==> config.mk <==
export PLATFORM = sky130hd
export DESIGN_NAME = frame_param_bank_flat
export DESIGN_NICKNAME = d
export VERILOG_FILES = /design/src/rtl/frame_param_bank_if.sv /design/src/rtl/frame_param_bank.sv /design/src/flat_wrapper.sv
export SDC_FILE = /design/constraint.sdc
export NUM_CORES = 2
export LEC_CHECK = 0
export ABC_CLOCK_PERIOD_IN_PS = 57900
export CORE_MARGIN = 2
export CORE_UTILIZATION = 35
export CTS_CLUSTER_DIAMETER = 120
export DETAILED_ROUTE_END_ITERATION = 10
export PLACE_DENSITY = 0.57
export SLEW_MARGIN = 20
export SYNTH_ARGS = -nofsm -noshare
export SYNTH_HDL_FRONTEND = slang
export SYNTH_SLANG_ARGS = --single-unit
==> constraint.sdc <==
create_clock -name clk -period 57.9 [get_ports clk]
set_input_delay 11.58 -clock clk [delete_from_list [all_inputs] [get_ports clk]]
set_output_delay 11.58 -clock clk [all_outputs]
set_load 0.02 [all_outputs]
==> src/rtl/frame_param_bank_if.sv <==
// Avalon-MM slave bus bundle for the frame parameter bank.
// master drives commands; slave returns registered read data.
interface frame_param_bank_if #(
  parameter int ADDR_W = 6,
  parameter int DATA_W = 32
);
  logic [ADDR_W-1:0]   avs_address;
  logic                avs_write;
  logic [DATA_W-1:0]   avs_writedata;
  logic [DATA_W/8-1:0] avs_byteenable;
  logic                avs_read;
  logic [DATA_W-1:0]   avs_readdata;
  logic                avs_readdatavalid;

  modport master (
    output avs_address,
    output avs_write,
    output avs_writedata,
    output avs_byteenable,
    output avs_read,
    input  avs_readdata,
    input  avs_readdatavalid
  );

  modport slave (
    input  avs_address,
    input  avs_write,
    input  avs_writedata,
    input  avs_byteenable,
    input  avs_read,
    output avs_readdata,
    output avs_readdatavalid
  );
endinterface

==> src/rtl/frame_param_bank.sv <==
// Double-buffered shadow/active parameter bank for the raymarcher.
// Active words reload from shadow only on a committed frame boundary.
module frame_param_bank #(
  parameter int NUM_REGS = 20,
  parameter int DATA_W   = 32,
  parameter int ADDR_W   = 6
) (
  input  logic                       clk,
  input  logic                       reset,
  frame_param_bank_if.slave          bus,
  input  logic                       frame_done,
  output logic [NUM_REGS*DATA_W-1:0] params_out,
  output logic                       params_updated,
  output logic                       commit_pending
);

  localparam int BE_W = DATA_W / 8;
  localparam logic [ADDR_W-1:0] CTRL_A = ADDR_W'(NUM_REGS);
  localparam logic [ADDR_W-1:0] STAT_A = ADDR_W'(NUM_REGS + 1);

  logic [DATA_W-1:0] shadow_q [NUM_REGS];
  logic [DATA_W-1:0] active_q [NUM_REGS];
  logic              rdsel_q;
  logic              imm_q;
  logic              arm_q;
  logic [15:0]       frame_cnt_q;
  logic              upd_q;
  logic [DATA_W-1:0] rd_q;
  logic              rdv_q;

  logic              wr_shadow;
  logic              wr_ctrl;
  logic              arm_wr;
  logic              commit;
  logic              imm_wr;
  logic [DATA_W-1:0] rd_word;
  logic [DATA_W-1:0] status_word;

  function automatic logic [DATA_W-1:0] merge(
    input logic [DATA_W-1:0] old_w,
    input logic [DATA_W-1:0] new_w,
    input logic [BE_W-1:0]   be
  );
    logic [DATA_W-1:0] r;
    r = old_w;
    for (int b = 0; b < BE_W; b++)
      if (be[b]) r[b*8 +: 8] = new_w[b*8 +: 8];
    return r;
  endfunction

  assign wr_shadow = bus.avs_write && (bus.avs_address < CTRL_A);
  assign wr_ctrl   = bus.avs_write && (bus.avs_address == CTRL_A);
  assign arm_wr    = wr_ctrl && bus.avs_writedata[0];
  // an arming write in the same cycle as frame_done commits at once
  assign commit    = frame_done && (arm_q || arm_wr);
  assign imm_wr    = wr_shadow && imm_q;

  assign status_word = DATA_W'({frame_cnt_q, 15'd0, arm_q});

  always_ff @(posedge clk or posedge reset) begin
    if (reset) begin
      for (int i = 0; i < NUM_REGS; i++)
        shadow_q[i] <= '0;
    end else begin
      for (int i = 0; i < NUM_REGS; i++)
        if (wr_shadow && bus.avs_address == ADDR_W'(i))
          shadow_q[i] <= merge(shadow_q[i], bus.avs_writedata,
                               bus.avs_byteenable);
    end
  end

  // commit takes pre-write shadow; an immediate write overlays its bytes
  always_ff @(posedge clk or posedge reset) begin
    if (reset) begin
      for (int i = 0; i < NUM_REGS; i++)
        active_q[i] <= '0;
    end else begin
      for (int i = 0; i < NUM_REGS; i++) begin
        if (imm_wr && bus.avs_address == ADDR_W'(i))
          active_q[i] <= merge(commit ? shadow_q[i] : active_q[i],
                               bus.avs_writedata, bus.avs_byteenable);
        else if (commit)
          active_q[i] <= shadow_q[i];
      end
    end
  end

  always_ff @(posedge clk or posedge reset) begin
    if (reset) begin
      rdsel_q <= 1'b0;
      imm_q   <= 1'b0;
    end else if (wr_ctrl) begin
      rdsel_q <= bus.avs_writedata[1];
      imm_q   <= bus.avs_writedata[2];
    end
  end

  always_ff @(posedge clk or posedge reset) begin
    if (reset) begin
      arm_q       <= 1'b0;
      frame_cnt_q <= '0;
      upd_q       <= 1'b0;
    end else begin
      if (commit)
        arm_q <= 1'b0;
      else if (arm_wr)
        arm_q <= 1'b1;
      if (commit)
        frame_cnt_q <= frame_cnt_q + 16'd1;
      upd_q <= commit || imm_wr;
    end
  end

  always_comb begin
    rd_word = '0;
    for (int i = 0; i < NUM_REGS; i++)
      if (bus.avs_address == ADDR_W'(i))
        rd_word = rdsel_q ? active_q[i] : shadow_q[i];
    if (bus.avs_address == CTRL_A)
      rd_word = DATA_W'({imm_q, rdsel_q, 1'b0});
    if (bus.avs_address == STAT_A)
      rd_word = status_word;
  end

  always_ff @(posedge clk or posedge reset) begin
    if (reset) begin
      rd_q  <= '0;
      rdv_q <= 1'b0;
    end else begin
      rdv_q <= bus.avs_read;
      if (bus.avs_read)
        rd_q <= rd_word;
    end
  end

  assign bus.avs_readdata      = rd_q;
  assign bus.avs_readdatavalid = rdv_q;
  assign params_updated        = upd_q;
  assign commit_pending        = arm_q;

  for (genvar g = 0; g < NUM_REGS; g++) begin : g_out
    assign params_out[g*DATA_W +: DATA_W] = active_q[g];
  end

endmodule

==> src/flat_wrapper.sv <==
// flat-port wrapper written by rule: the top's interface ports become plain ports
module frame_param_bank_flat 
#(
  parameter int NUM_REGS = 20,
  parameter int DATA_W   = 32,
  parameter int ADDR_W   = 6
)
  (clk, reset, frame_done, params_out, params_updated, commit_pending, bus_avs_address, bus_avs_write, bus_avs_writedata, bus_avs_byteenable, bus_avs_read, bus_avs_readdata, bus_avs_readdatavalid);
  frame_param_bank_if #(.ADDR_W(ADDR_W), .DATA_W(DATA_W)) bus_i ();
  input  logic clk;
  input  logic reset;
  input  logic frame_done;
  output logic [NUM_REGS*DATA_W-1:0] params_out;
  output logic params_updated;
  output logic commit_pending;
  input wire logic [$bits(bus_i.avs_address)-1:0] bus_avs_address;
  input wire logic [$bits(bus_i.avs_write)-1:0] bus_avs_write;
  input wire logic [$bits(bus_i.avs_writedata)-1:0] bus_avs_writedata;
  input wire logic [$bits(bus_i.avs_byteenable)-1:0] bus_avs_byteenable;
  input wire logic [$bits(bus_i.avs_read)-1:0] bus_avs_read;
  output wire logic [$bits(bus_i.avs_readdata)-1:0] bus_avs_readdata;
  output wire logic [$bits(bus_i.avs_readdatavalid)-1:0] bus_avs_readdatavalid;
  assign bus_i.avs_address = bus_avs_address;
  assign bus_i.avs_write = bus_avs_write;
  assign bus_i.avs_writedata = bus_avs_writedata;
  assign bus_i.avs_byteenable = bus_avs_byteenable;
  assign bus_i.avs_read = bus_avs_read;
  assign bus_avs_readdata = bus_i.avs_readdata;
  assign bus_avs_readdatavalid = bus_i.avs_readdatavalid;
  frame_param_bank #(.NUM_REGS(NUM_REGS), .DATA_W(DATA_W), .ADDR_W(ADDR_W)) u_core (.clk(clk), .reset(reset), .bus(bus_i), .frame_done(frame_done), .params_out(params_out), .params_updated(params_updated), .commit_pending(commit_pending));
endmodule
# After elaboration in Yosys (flattened, before gate mapping)
# Cells that the tools add are included.
# W data, S select, Z words.
# totals
input_bits	47
register_bits	1333
output_inout_bits	675
elab_cells	423
# classes
reduce_logical	129
magnitude_cmp	1
muxes	164
n_eq_ne	21
n_addsub	1
# op_table
operator	count
$mux W32	82
$mux W8	80
$reduce_and A2 Y1	80
$eq A6 B4 Y1 const B	8
$logic_and A1 B1 Y1	45
$eq A6 B5 Y1 const B	6
$eq A6 B3 Y1 const B	4
$add A16 B1 Y16 const B	1
$eq A6 B2 Y1 const B	2
$eq A6 B1 Y1 const B	1
$logic_not A6 Y1	1
$lt A6 B5 Y1 const B	1
$logic_or A1 B1 Y1	2
$mux W1	2
$reduce_bool A2 Y1	1

# Depth between registers and ports, before layout
# depth
depth_word	23
mapped_depth	11
depth_no_buf	6

# Worst setup path before layout
# Ideal clock, no wire load.
# synth_timing
path_kind	input-to-reg
startpoint	input bus_avs_address[4]
endpoint	register u_core.rd_q[12] (netlist: u_core.bus.avs_readdata[12])
t_required_ns	57.774
setup_slack_ns	44.428
setup_time_ns	0.126
stages	8
t_arrival_ns	13.346
cell_sequence	buf_4 -> or4b_1 -> buf_4 -> a2111oi_4 -> a31oi_1 -> a21oi_1 -> o221ai_1 -> a221o_1
# synth_via
elab_chain_len	23
elab_cells_between_ends	44
classes_between	eq/ne (21); mux (22); reduce/logical (1)
# synth_lines
item	line	source
start: declaration	flat_wrapper.sv:16	input wire logic [$bits(bus_i.avs_address)-1:0] bus_avs_address;
$logic_not A6 Y1	frame_param_bank.sv:117	if (bus.avs_address == ADDR_W'(i))
$mux W32 (20 in a row)	frame_param_bank.sv:117	
$mux W32	frame_param_bank.sv:119	if (bus.avs_address == CTRL_A)
$mux W32 (*)	frame_param_bank.sv:121	if (bus.avs_address == STAT_A)
end signal: assignment	frame_param_bank.sv:132	rd_q <= rd_word;
end: declaration	frame_param_bank.sv:28	logic [DATA_W-1:0] rd_q;
# Mark *: on every way between the ends. The rest lies on a longest branch, timed or not.
# A chain may end at the register's enable or synchronous reset.

# Final worst setup path
# layout_timing
startpoint	input bus_avs_address[2]
endpoint	register u_core.active_q, in the netlist u_core.params_out[547]
# layout_via
elab_chain_len	8
elab_cells_between_ends	13
classes_between	order compare (1); eq/ne (2); mux (3); reduce/logical (7)
# layout_lines
item	line	source
$eq A6 B5 Y1	frame_param_bank.sv:52	assign wr_ctrl = bus.avs_write && (bus.avs_address == CTRL_A);
$logic_and A1 B1 Y1	frame_param_bank.sv:52	
$logic_and A1 B1 Y1	frame_param_bank.sv:53	assign arm_wr = wr_ctrl && bus.avs_writedata[0];
$logic_or A1 B1 Y1	frame_param_bank.sv:55	assign commit = frame_done && (arm_q || arm_wr);
$logic_and A1 B1 Y1	frame_param_bank.sv:55	
$mux W32	--	
$mux W8	--	
$mux W32 (*)	frame_param_bank.sv:79	if (imm_wr && bus.avs_address == ADDR_W'(i))
end signal: indexed assignment	frame_param_bank.sv:80	active_q[i] <= merge(commit ? shadow_q[i] : active_q[i],
end signal: indexed assignment	frame_param_bank.sv:83	active_q[i] <= shadow_q[i];
end: declaration	frame_param_bank.sv:22	logic [DATA_W-1:0] active_q [NUM_REGS];
# Marked as above.

==> reports/metrics.cfg <==
[sta]
setup-violations-final=0
rsz0062_at_grt=no
hold_ws_ns=0.506
fin_tns_setup_ns=0
final_max_slew_viol_count=0
period_share_pct=28.9
relSlewSlack_pct=12.1
hold_viol=0
fin_crit_ns=16.76
clock.fmax_mhz=59.7
setup_ws_ns=41.14
worst_slew_pin_slew_ns=1.31
fin_skew_ns=0.0286

[yosys]
synth_nets=6332
ys_warn_count=0
synth_largest_area_cell=dfrtp_1
synth_most_common_cell=dfrtp_1
yosysTopAreaCellShare_pct=48.2
avgSynthCellArea_um2=11.0
synth_edf_count=0
seq_area_frac_synth_pct=48.2
netlist_area_um2=69300
synth_xor_area_share_pct=0.190
synth_mux_area_share_pct=28.0
ys_async_sr_fraction_pct=100
synth_fa_ha_area_share_pct=0.0181
yosys-top-cells-count=1333 x dfrtp_1, 916 x mux2i_1, 792 x nand2_1, 775 x mux2_2, 529 x o21ai_0
ys.flop_type=dfrtp_1
yosys.area_share.simple_pct=9.51
synth_compound_area_share_pct=10.1
synth_top_family_by_area=multiplexers
syn_inst=6284
synth_cell_types=74
synth.area.top_cells=dfrtp_1 48%, mux2i_1 13%, mux2_2 13%, nand2_1 4.3%, o21ai_0 3.8%
ys_ff_latch=1333

[clocking]
ctsLongestPathBuffers=3
ctsHoldBuffers=0
cts_buffers=156
path_clk_slew_ns=0.06
insertion_delay_ns=0.82
postCtsSetupRepairBufs=0
ctsResizeCount=0
cts_tree=yes
clockRootBuffer=clkbuf_16
clkSinkCount=1333
cts_htree_levels=4

[critical_path]
rrSetupSlack_ns=52.50
r2r_start=u_core.rdsel_q
r2r.worst_path.cells=8
required_ns=58.56
cp-start-kind=primary input
crit_fanout=60
worstSetupPathType=in2reg
r2r_end=u_core.bus.avs_readdata[30]
worstSetupEndpointType=flop
worstPathArrival_ns=17.42

[place]
place_area_um2=77900
post-place-ws_ns=40.38
portBuffers=721
hpwlAfterDp_um=194000
placedCellCount=9164
gp_congestion=0.931

[finish]
final_util_pct=42.1
layout.nets=6730
fin_cells=9454
fin_area_um2=83000
layout-drive-gt1-share_pct=19.4
syn2layout_area_growth_pct=19.8

[pwr]
leakagePower_nw=36.3
vdd_drop_max_mv=0.0269
cellInternalPower_mw=1.61
p_sw_mw=0.569
p_clk_share_pct=46.0
power_frac_comb_pct=9.1
p_seq_share_pct=44.9
power.density_nw_per_um2=26.2
total_power_mw=2.18
power.share.switching_pct=26.2

[outcome]
outcome=completed

[hold_path]
hold_class=reg2reg
hold_depth=1
hp-start=u_core.frame_cnt_q[15]
whs_endpoint=u_core.frame_cnt_q[15]

[grt]
grt_pass1_vias=51900
grtUsageTotal_pct=26.2
grt_max_degree=141
grt_pass1_wl_um=387000
overflow=0
antenna_found_initial=23

[die]
die_h_um=449
floorplan.rows=163
fp.coreArea_um2=197000
io_pins=722
start_util_pct=35.2
dieArea_um2=202000
die_x_um=449

[drt]
drc_errors=0
finalWirelength_um=271000
dr_total_vias=52700
dr.pass1.iters=6
avgRoutedWirePerCell_um=28.7
ant_nets=0
initialDrtViolationCount=4710
viasPerCell=5.57

[flow_run]
drv_cap=0

==> state kept, by name, indices dropped and copies added, names as in the netlist <==
name                          flops
u_core.bus.avs_readdata          32
u_core.rdsel_q                    1
u_core.params_updated             1
u_core.shadow_q                 640
u_core.frame_cnt_q               16
u_core.commit_pending             1
u_core.bus.avs_readdatavalid      1
u_core.imm_q                      1
u_core.params_out               640
==> worst max-delay path by stage <==
stage	slack, ns	end	cells after the start	start
floorplan	8.74	u_core.bus.avs_readdata[0]	1	reset
global placement	40.50	u_core.params_out[539]	9	bus_avs_address[2]
detailed placement	40.38	u_core.params_out[416]	9	bus_avs_address[2]
CTS	41.23	u_core.params_out[547]	9	bus_avs_address[2]
global route	40.96	u_core.params_out[416]	9	bus_avs_address[2]
finish	41.14	u_core.params_out[547]	9	bus_avs_address[2]
==> critical path, cell delays in order <==
cell and delay (ns):
clkdlybuf4s50_1 0.90, and4bb_2 0.54, a41oi_1 0.41, nand2b_4 0.69, buf_4 0.90, buf_4 0.97, buf_4 0.82, mux2i_1 0.28
o21ai_0 0.10
==> cell usage in the layout (no fill, tap or decap), types with 31 or more instances in the layout <==
| cell type | instances |
|---|---|
| mux4_2 | 68 |
| a31oi_1 | 82 |
| buf_4 | 93 |
| mux2_2 | 775 |
| nor4_1 | 31 |
| o22ai_1 | 76 |
| clkdlybuf4s50_1 | 703 |
| clkbuf_16 | 158 |
| clkbuf_8 | 39 |
| nand3_1 | 36 |
| a21oi_1 | 127 |
| a221oi_1 | 37 |
| nor3_1 | 73 |
| a211oi_1 | 62 |
| dfrtp_1 | 1331 |
| mux2i_1 | 916 |
| nand2_1 | 786 |
| clkbuf_1 | 45 |
| o21ai_1 | 99 |
| and2_1 | 58 |
| nor2_4 | 51 |
| nor2_1 | 202 |
| o221ai_1 | 42 |
| o21ai_0 | 528 |
| nor2b_1 | 63 |
==> power by group through the flow <==
stage	clock, mW	combinational (mW)	sequential (mW)
2_1_floorplan	0	0.121	0.994
3_3_place_gp	0	0.197	0.992
3_5_place_dp	0	0.199	0.993
4_1_cts	1.02	0.199	0.976
5_1_grt	1.06	0.210	0.979
6_report	1.00	0.199	0.976
==> kinds of logic (layout without fill, tap and decap cells) <==
logic type | after synthesis | in the layout
muxes | 1759 | 1759
and+or+nand+nor | 1407 | 1407
DFF | 1333 | 1333
AOI/OAI and AO/OA | 1186 | 1186
buffers and inverters | 583 | 1101
xor gates and xnor gates | 15 | 15
adders and majority gates | 1 | 1
other | 0 | 12
==> layout make-up <==
cell class / count / area, um^2
fillers: 18700 / 114000
diodes: 12 / 30.0
multi-input cells: 4368 / 33300
inverters: 5 / 28.8
clock buffers: 242 / 4660
repair buffers: 818 / 7910
flip-flops and latches: 1333 / 33400
well taps: 2640 / 3300
clock inverters: 36 / 420
==> per-layer routing <==
metal / global-route usage [%] / share of wire (%)
met5: 0 / 0.0096
met4: 20.0 / 9.0
met3: 4.72 / 5.7
met2: 38.7 / 43
met1: 34.0 / 42
Note: power is estimated with default switching activity, not from simulation.
